File: config.mk
export PLATFORM = sky130hd
export DESIGN_NAME = uart_rx_param
export DESIGN_NICKNAME = d
export VERILOG_FILES = /design/src/rtl/uart_rx_param.sv
export SDC_FILE = /design/constraint.sdc
export NUM_CORES = 1
export LEC_CHECK = 0
export BUFFER_PORTS_ARGS = -buffer_cell sky130_fd_sc_hd__buf_2
export CAP_MARGIN = 0
export CORE_MARGIN = 1
export CORE_UTILIZATION = 35
export CTS_CLUSTER_SIZE = 16
export DETAILED_ROUTE_END_ITERATION = 12
export SLEW_MARGIN = 10
export SYNTH_ARGS = -nofsm -noshare
export SYNTH_HDL_FRONTEND = slang
export SYNTH_SLANG_ARGS = --single-unit
File: constraint.sdc
create_clock -name clk -period 4.4 [get_ports clk]
set_input_delay 0.22 -clock clk [delete_from_list [all_inputs] [get_ports clk]]
set_output_delay 0.22 -clock clk [all_outputs]
set_load 0.005 [all_outputs]
File: src/rtl/uart_rx_param.sv
// uart_rx_param -- parametrised asynchronous serial receiver.
//
// Receives frames of the form start, DATA_BITS data bits sent LSB first, an
// optional parity bit and STOP_BITS stop bits. Each bit is decided by a
// 3-sample majority vote around the bit centre. The oversampling tick comes
// from a phase accumulator, so the long-run tick rate is exact. A completed
// frame is held behind a valid/ready handshake together with its error flags.
//
// Parameters:
//   CLOCK_RATE    system clock frequency, Hz
//   BAUD_RATE     line bit rate, bits/s
//   RX_OVERSAMPLE ticks per bit (even, >= 8)
//   DATA_BITS     data bits per frame (5..9)
//   PARITY        0 none, 1 odd, 2 even
//   STOP_BITS     stop bits checked (1 or 2)
//
// Ports:
//   clk           system clock, rising edge
//   reset_n       asynchronous active-low reset
//   i_Rx_Data     serial line, idle high, asynchronous to clk
//   i_Rx_Ready    consumer takes the held frame when high with o_Rx_Valid
//   i_Err_Clr     one-cycle pulse clearing sticky o_Overrun
//   o_Rx_Byte     held data, bit 0 = first data bit on the line
//   o_Rx_Valid    held frame available
//   o_Parity_Err  parity mismatch on the held frame
//   o_Frame_Err   a stop bit of the held frame was sampled low
//   o_Break       the held frame is a break (everything sampled low)
//   o_Overrun     sticky: a completed frame was dropped
module uart_rx_param #(
  parameter int CLOCK_RATE    = 25000000,
  parameter int BAUD_RATE     = 115200,
  parameter int RX_OVERSAMPLE = 16,
  parameter int DATA_BITS     = 8,
  parameter int PARITY        = 0,
  parameter int STOP_BITS     = 1
) (
  input  logic                 clk,
  input  logic                 reset_n,
  input  logic                 i_Rx_Data,
  input  logic                 i_Rx_Ready,
  input  logic                 i_Err_Clr,
  output logic [DATA_BITS-1:0] o_Rx_Byte,
  output logic                 o_Rx_Valid,
  output logic                 o_Parity_Err,
  output logic                 o_Frame_Err,
  output logic                 o_Break,
  output logic                 o_Overrun
);

  localparam int CW = $clog2(RX_OVERSAMPLE);
  localparam int M  = RX_OVERSAMPLE / 2;

  // Phase step per clk and the full-scale modulus. The tick threshold is
  // tested as acc >= CR - INC so the whole accumulator stays within 32 bits
  // (acc is always below CR).
  localparam logic [31:0] INC = 32'(BAUD_RATE * RX_OVERSAMPLE);
  localparam logic [31:0] CR  = 32'(CLOCK_RATE);
  localparam logic [31:0] GAP = CR - INC;

  localparam logic HAS_PAR = (PARITY != 0);
  localparam logic ODD_PAR = (PARITY == 1);

  typedef enum logic [2:0] {
    ST_IDLE,
    ST_START,
    ST_DATA,
    ST_PAR,
    ST_STOP,
    ST_BRK_WAIT
  } state_t;

  state_t                state;

  logic                  rx_meta, rx_sync, rx_prev;
  logic [31:0]           acc;
  logic [CW-1:0]         cnt;
  logic                  s0, s1;

  logic                  tick;
  logic                  start_edge;
  logic                  maj;
  logic                  decide;
  logic                  last_stop;
  logic                  frm_brk;
  logic                  frm_fe;

  logic [3:0]            bit_idx;
  logic                  stop_idx;
  logic [DATA_BITS-1:0]  shreg;
  logic                  zero_acc;   // every bit so far sampled low
  logic                  fe_acc;     // an earlier stop bit sampled low
  logic                  pe_acc;
  logic                  hi_flag;    // line high since the previous tick

  assign tick       = (acc >= GAP);
  assign start_edge = (state == ST_IDLE) & rx_prev & ~rx_sync;
  assign maj        = (s0 & s1) | (s0 & rx_sync) | (s1 & rx_sync);
  assign decide     = tick & (cnt == CW'(M + 1));
  assign last_stop  = decide & (state == ST_STOP) & (stop_idx == 1'(STOP_BITS - 1));
  // Break and frame error include the stop bit being decided right now.
  assign frm_brk    = zero_acc & ~maj;
  assign frm_fe     = fe_acc | ~maj;

  // Synchroniser, edge history, tick generator, per-bit counter and the
  // two early majority samples. The counter free-runs across bit boundaries,
  // so the FSM only acts on the decision tick of each bit.
  always_ff @(posedge clk or negedge reset_n) begin
    if (!reset_n) begin
      rx_meta <= 1'b1;
      rx_sync <= 1'b1;
      rx_prev <= 1'b1;
      acc     <= '0;
      cnt     <= '0;
      s0      <= 1'b0;
      s1      <= 1'b0;
    end else begin
      rx_meta <= i_Rx_Data;
      rx_sync <= rx_meta;
      rx_prev <= rx_sync;
      if (start_edge) begin
        // Re-phase the bit clock on the start edge.
        acc <= '0;
        cnt <= '0;
      end else begin
        acc <= tick ? (acc - GAP) : (acc + INC);
        if (tick) begin
          cnt <= (cnt == CW'(RX_OVERSAMPLE - 1)) ? '0 : cnt + 1'b1;
          if (cnt == CW'(M - 1)) s0 <= rx_sync;
          if (cnt == CW'(M))     s1 <= rx_sync;
        end
      end
    end
  end

  // Frame FSM plus the registered output/handshake logic.
  always_ff @(posedge clk or negedge reset_n) begin
    if (!reset_n) begin
      state        <= ST_IDLE;
      bit_idx      <= '0;
      stop_idx     <= 1'b0;
      shreg        <= '0;
      zero_acc     <= 1'b0;
      fe_acc       <= 1'b0;
      pe_acc       <= 1'b0;
      hi_flag      <= 1'b0;
      o_Rx_Byte    <= '0;
      o_Rx_Valid   <= 1'b0;
      o_Parity_Err <= 1'b0;
      o_Frame_Err  <= 1'b0;
      o_Break      <= 1'b0;
      o_Overrun    <= 1'b0;
    end else begin
      case (state)
        ST_IDLE: begin
          if (start_edge) state <= ST_START;
        end

        ST_START: begin
          if (decide) begin
            if (maj) begin
              state <= ST_IDLE;        // glitch, not a real start bit
            end else begin
              state    <= ST_DATA;
              bit_idx  <= '0;
              zero_acc <= 1'b1;
              fe_acc   <= 1'b0;
              pe_acc   <= 1'b0;
            end
          end
        end

        ST_DATA: begin
          if (decide) begin
            // Shift in at the top so the first bit ends up at bit 0.
            shreg    <= {maj, shreg[DATA_BITS-1:1]};
            zero_acc <= zero_acc & ~maj;
            if (bit_idx == 4'(DATA_BITS - 1)) begin
              state    <= HAS_PAR ? ST_PAR : ST_STOP;
              stop_idx <= 1'b0;
            end else begin
              bit_idx <= bit_idx + 1'b1;
            end
          end
        end

        ST_PAR: begin
          if (decide) begin
            // XOR over data+parity is 1 for an odd count of ones.
            pe_acc   <= ((^shreg) ^ maj) != ODD_PAR;
            zero_acc <= zero_acc & ~maj;
            state    <= ST_STOP;
            stop_idx <= 1'b0;
          end
        end

        ST_STOP: begin
          if (decide) begin
            if (last_stop) begin
              hi_flag <= 1'b0;
              state   <= frm_brk ? ST_BRK_WAIT : ST_IDLE;
            end else begin
              fe_acc   <= frm_fe;
              zero_acc <= frm_brk;
              stop_idx <= 1'b1;
            end
          end
        end

        ST_BRK_WAIT: begin
          // Leave only after the line has stayed high across a whole tick.
          if (!rx_sync)  hi_flag <= 1'b0;
          else if (tick) begin
            if (hi_flag) state <= ST_IDLE;
            else         hi_flag <= 1'b1;
          end
        end

        default: state <= ST_IDLE;
      endcase

      // Clear first; a same-cycle overrun below overrides it.
      if (i_Err_Clr) o_Overrun <= 1'b0;

      if (last_stop) begin
        if (!o_Rx_Valid || i_Rx_Ready) begin
          o_Rx_Byte    <= frm_brk ? '0 : shreg;
          o_Parity_Err <= pe_acc;
          o_Frame_Err  <= frm_fe;
          o_Break      <= frm_brk;
          o_Rx_Valid   <= 1'b1;
        end else begin
          o_Overrun <= 1'b1;           // held frame wins, new one dropped
        end
      end else if (o_Rx_Valid && i_Rx_Ready) begin
        o_Rx_Valid <= 1'b0;
      end
    end
  end

endmodule

==> impl_metrics.csv <==
group,metric,value,unit
synthesis,synth-edff-count,0,
cts,cts_buffers,9,
routing,drt_iter0_markers,117,
power_and_ir_drop,swShare,41.3,%
sta,clock.fmax,0.291,GHz
worst_setup_path,arrival,3.65,ns
worst_setup_path,critical_path.startpoint_type,"flip-flop",
floorplan,core_area,10300,µm²
final_layout,finish.utilization,40.0,%
sta,fin_hold_ws,0.0269,ns
placed_design,dp_hpwl,5670,µm
power_and_ir_drop,p_leak,1.80,nW
power_and_ir_drop,power.density,631,nW/µm²
worst_setup_path,path_class,"flip-flop to flip-flop",
sta,hold_viol,0,
final_layout,drive_above_1_share,13.7,%
cts,cts.sinks,68,
worst_setup_path,r2r_end,"shreg[1]",
synthesis,synth.cell_area,3730,µm²
floorplan,fp-row-count,37,
sta,finalSetupViolations,0,
synthesis,synth_nets,416,
grt,grt_usage,16.3,%
routing,vias,3042,
floorplan,die_area,11100,µm²
cts,h-tree-depth,3,
grt,antenna_found_initial,0,
grt,overflow,0,
final_layout,nNetsFinal,431,
floorplan,die_w,105,µm
sta,fin_skew,0.0107,ns
grt,grt_pass1_vias,3125,
worst_setup_path,r2r_start,"acc[19]",
synthesis,synth_seq_area_share,45.7,%
floorplan,die_y,105,µm
synthesis,synthFlopType,"dfrtp_1",
synthesis,synthDistinctLibCells,60,
floorplan,pin_count,18,
synthesis,yosys_warnings,0,
power_and_ir_drop,vdd_drop_max,0.210,mV
placed_design,numPortBuffers,17,
run_status,status,"complete, no violations",
cts,clkLatencyLatePin,0.34,ns
job,cap_violations,0,
routing,drt_first_pass_iters,4,
sta,period_share,78.1,%
synthesis,avgSynthCellArea,9.26,µm²
power_and_ir_drop,power_frac_comb,40.9,%
grt,grt_max_degree,43,
synthesis,async_flop_share,100,%
cts,cts_root_buf,"clkbuf_8",
worst_setup_path,end_kind,"flip-flop",
floorplan,initial_core_util,36.1,%
placed_design,place_congestion,0.828,
placed_design,dpl_cell_area,3950,µm²
sta,setup-tns-final,0,ns
hold_path,hp-class,"primary input to asynchronous set/reset pin",
cts,cts_buffer_depth,2,
worst_setup_path,r2r_slack,0.96,ns
worst_setup_path,cp_max_fo,18,
sta,drv_slew,0,
routing,vias_per_cell,5.44,
routing,routed_wl,8240,µm
power_and_ir_drop,power.internal,1.53,mW
power_and_ir_drop,p_sw,1.07,mW
worst_setup_path,required,4.61,ns
power_and_ir_drop,seqPwrFrac,41.3,%
routing,route.detailed.drc,0,
synthesis,ys_ff_latch,68,
final_layout,area_growth_syn_to_layout,10.6,%
worst_setup_path,crit_end,"shreg[1]",
sta,max_slew_margin,36.8,%
cts,postCtsSetupBuffers,0,
routing,wire_per_inst,14.7,µm
sta,period_needed,3.44,ns
worst_setup_path,worstRegToRegCells,6,
final_layout,fin_area,4130,µm²
worst_setup_path,startpoint,"acc[19]",
sta,worstMarginPinSlew,0.947,ns
sta,rsz0062_at_grt,"no",
cts,cts_tree,"done",
routing,antenna_left,0,
final_layout,n_antenna_cell,0,
synthesis,syn_inst,403,
grt,grt_pass1_wl,14600,µm
cts,clk_pin_slew,0.07,ns
power_and_ir_drop,power.share.clock,17.9,%
[state kept, by name, summed over array words and instances (netlist names), 3 cells and up]
| register | cells |
|---|---|
| cnt | 4 |
| acc | 26 |
| state | 3 |
| shreg | 8 |
| bit_idx | 4 |
| o_Rx_Byte | 8 |
[worst max-delay path, stage by stage, from the launching register on]
cell and delay [ns]:
dfrtp_1 0.44, or4_4 0.56, or4_4 0.52, or3_1 0.59, a21o_1 0.42, nor2_2 0.39, mux2_2 0.39
[metal layers]
layer,up-vias,wire (µm),GRT usage [%]
met2,50,3990,27.8
met3,7,280,3.28
met4,0,63,6.34
met1,1499,3900,20.3
met5,-,0,0
li1,1486,-,-
[power groups by stage]
stage	Combinational (mW)	Clock, mW	Sequential [mW]
finish	1.06	0.465	1.07
global route	1.22	0.509	1.11
CTS	1.07	0.483	1.07
detailed placement	1.06	0	1.08
global placement	1.04	0	1.07
floorplan	0.913	0	0.959
[cell usage after synthesis (5+ instances only)]
library cell | instances | area share, %
or4_1 | 5 | 1.0
dfrtp_1 | 65 | 44
clkbuf_1 | 18 | 1.8
o21ai_0 | 30 | 4.0
nand2_1 | 46 | 4.6
and3_1 | 8 | 1.3
nand2b_1 | 7 | 1.2
xnor2_1 | 16 | 3.8
xor2_1 | 6 | 1.4
nor2_1 | 35 | 3.5
inv_1 | 10 | 1.0
nor3_1 | 14 | 1.9
o31ai_1 | 5 | 1.0
mux2_2 | 12 | 3.6
ha_1 | 8 | 2.7
o211ai_1 | 5 | 1.0
a21oi_1 | 26 | 3.5
or3_1 | 7 | 1.2
nand3_1 | 13 | 1.7
[how the worst min path moves through the flow]
stage                 to  cells after the start
2_1_floorplan    acc[10]                      0
3_3_place_gp     rx_meta                      1
3_5_place_dp     rx_meta                      1
4_1_cts        o_Overrun                      2
5_1_grt        o_Overrun                      2
6_report          acc[8]                      1
[through the flow]
stage,worst slack [ns],instances,power [mW]
after floorplan,1.54,403,1.87
after global placement,1.04,542,2.12
after detailed placement,0.951,542,2.14
after CTS,0.966,559,2.62
after global routing,0.656,559,2.84
final,0.962,559,2.60
[cell usage in the layout (no fill, tap or decap), types with 10 or more instances in the layout]
cell type  instances
nand3_1           13
mux2_2            12
o21ai_0           30
a21oi_1           26
nor3_1            14
nor2_1            35
xnor2_1           16
inv_1             10
dfrtp_1           65
clkbuf_8          11
buf_2             17
nand2_1           46
[layout make-up]
class / instances / area, µm²
fill: 1040 / 6200
multi-input combinational: 305 / 1900
sequential: 68 / 1710
clock buffer: 16 / 170
tap: 136 / 170
timing repair buffer: 24 / 140
inverter: 10 / 37.5
[what timing repair did]
item	4_1_cts	5_1_grt
hold buffers	1	0
resized for setup	0	0
hold endpoints to repair	1	0
[logic make-up (layout without fill, tap and decap cells)]
| family | Yosys count | count (layout) | share of synthesized area (%) |
|---|---|---|---|
| buffers and inverters | 30 | 50 | 3.25 |
| AOI/OAI and AO/OA | 103 | 103 | 18.0 |
| adders and majority gates | 9 | 9 | 2.95 |
| xor gates and xnor gates | 22 | 22 | 5.17 |
| muxes | 14 | 14 | 4.16 |
| and+or+nand+nor | 157 | 157 | 20.7 |
| DFF | 68 | 68 | 45.7 |
Power figures use the tool's default switching activity.
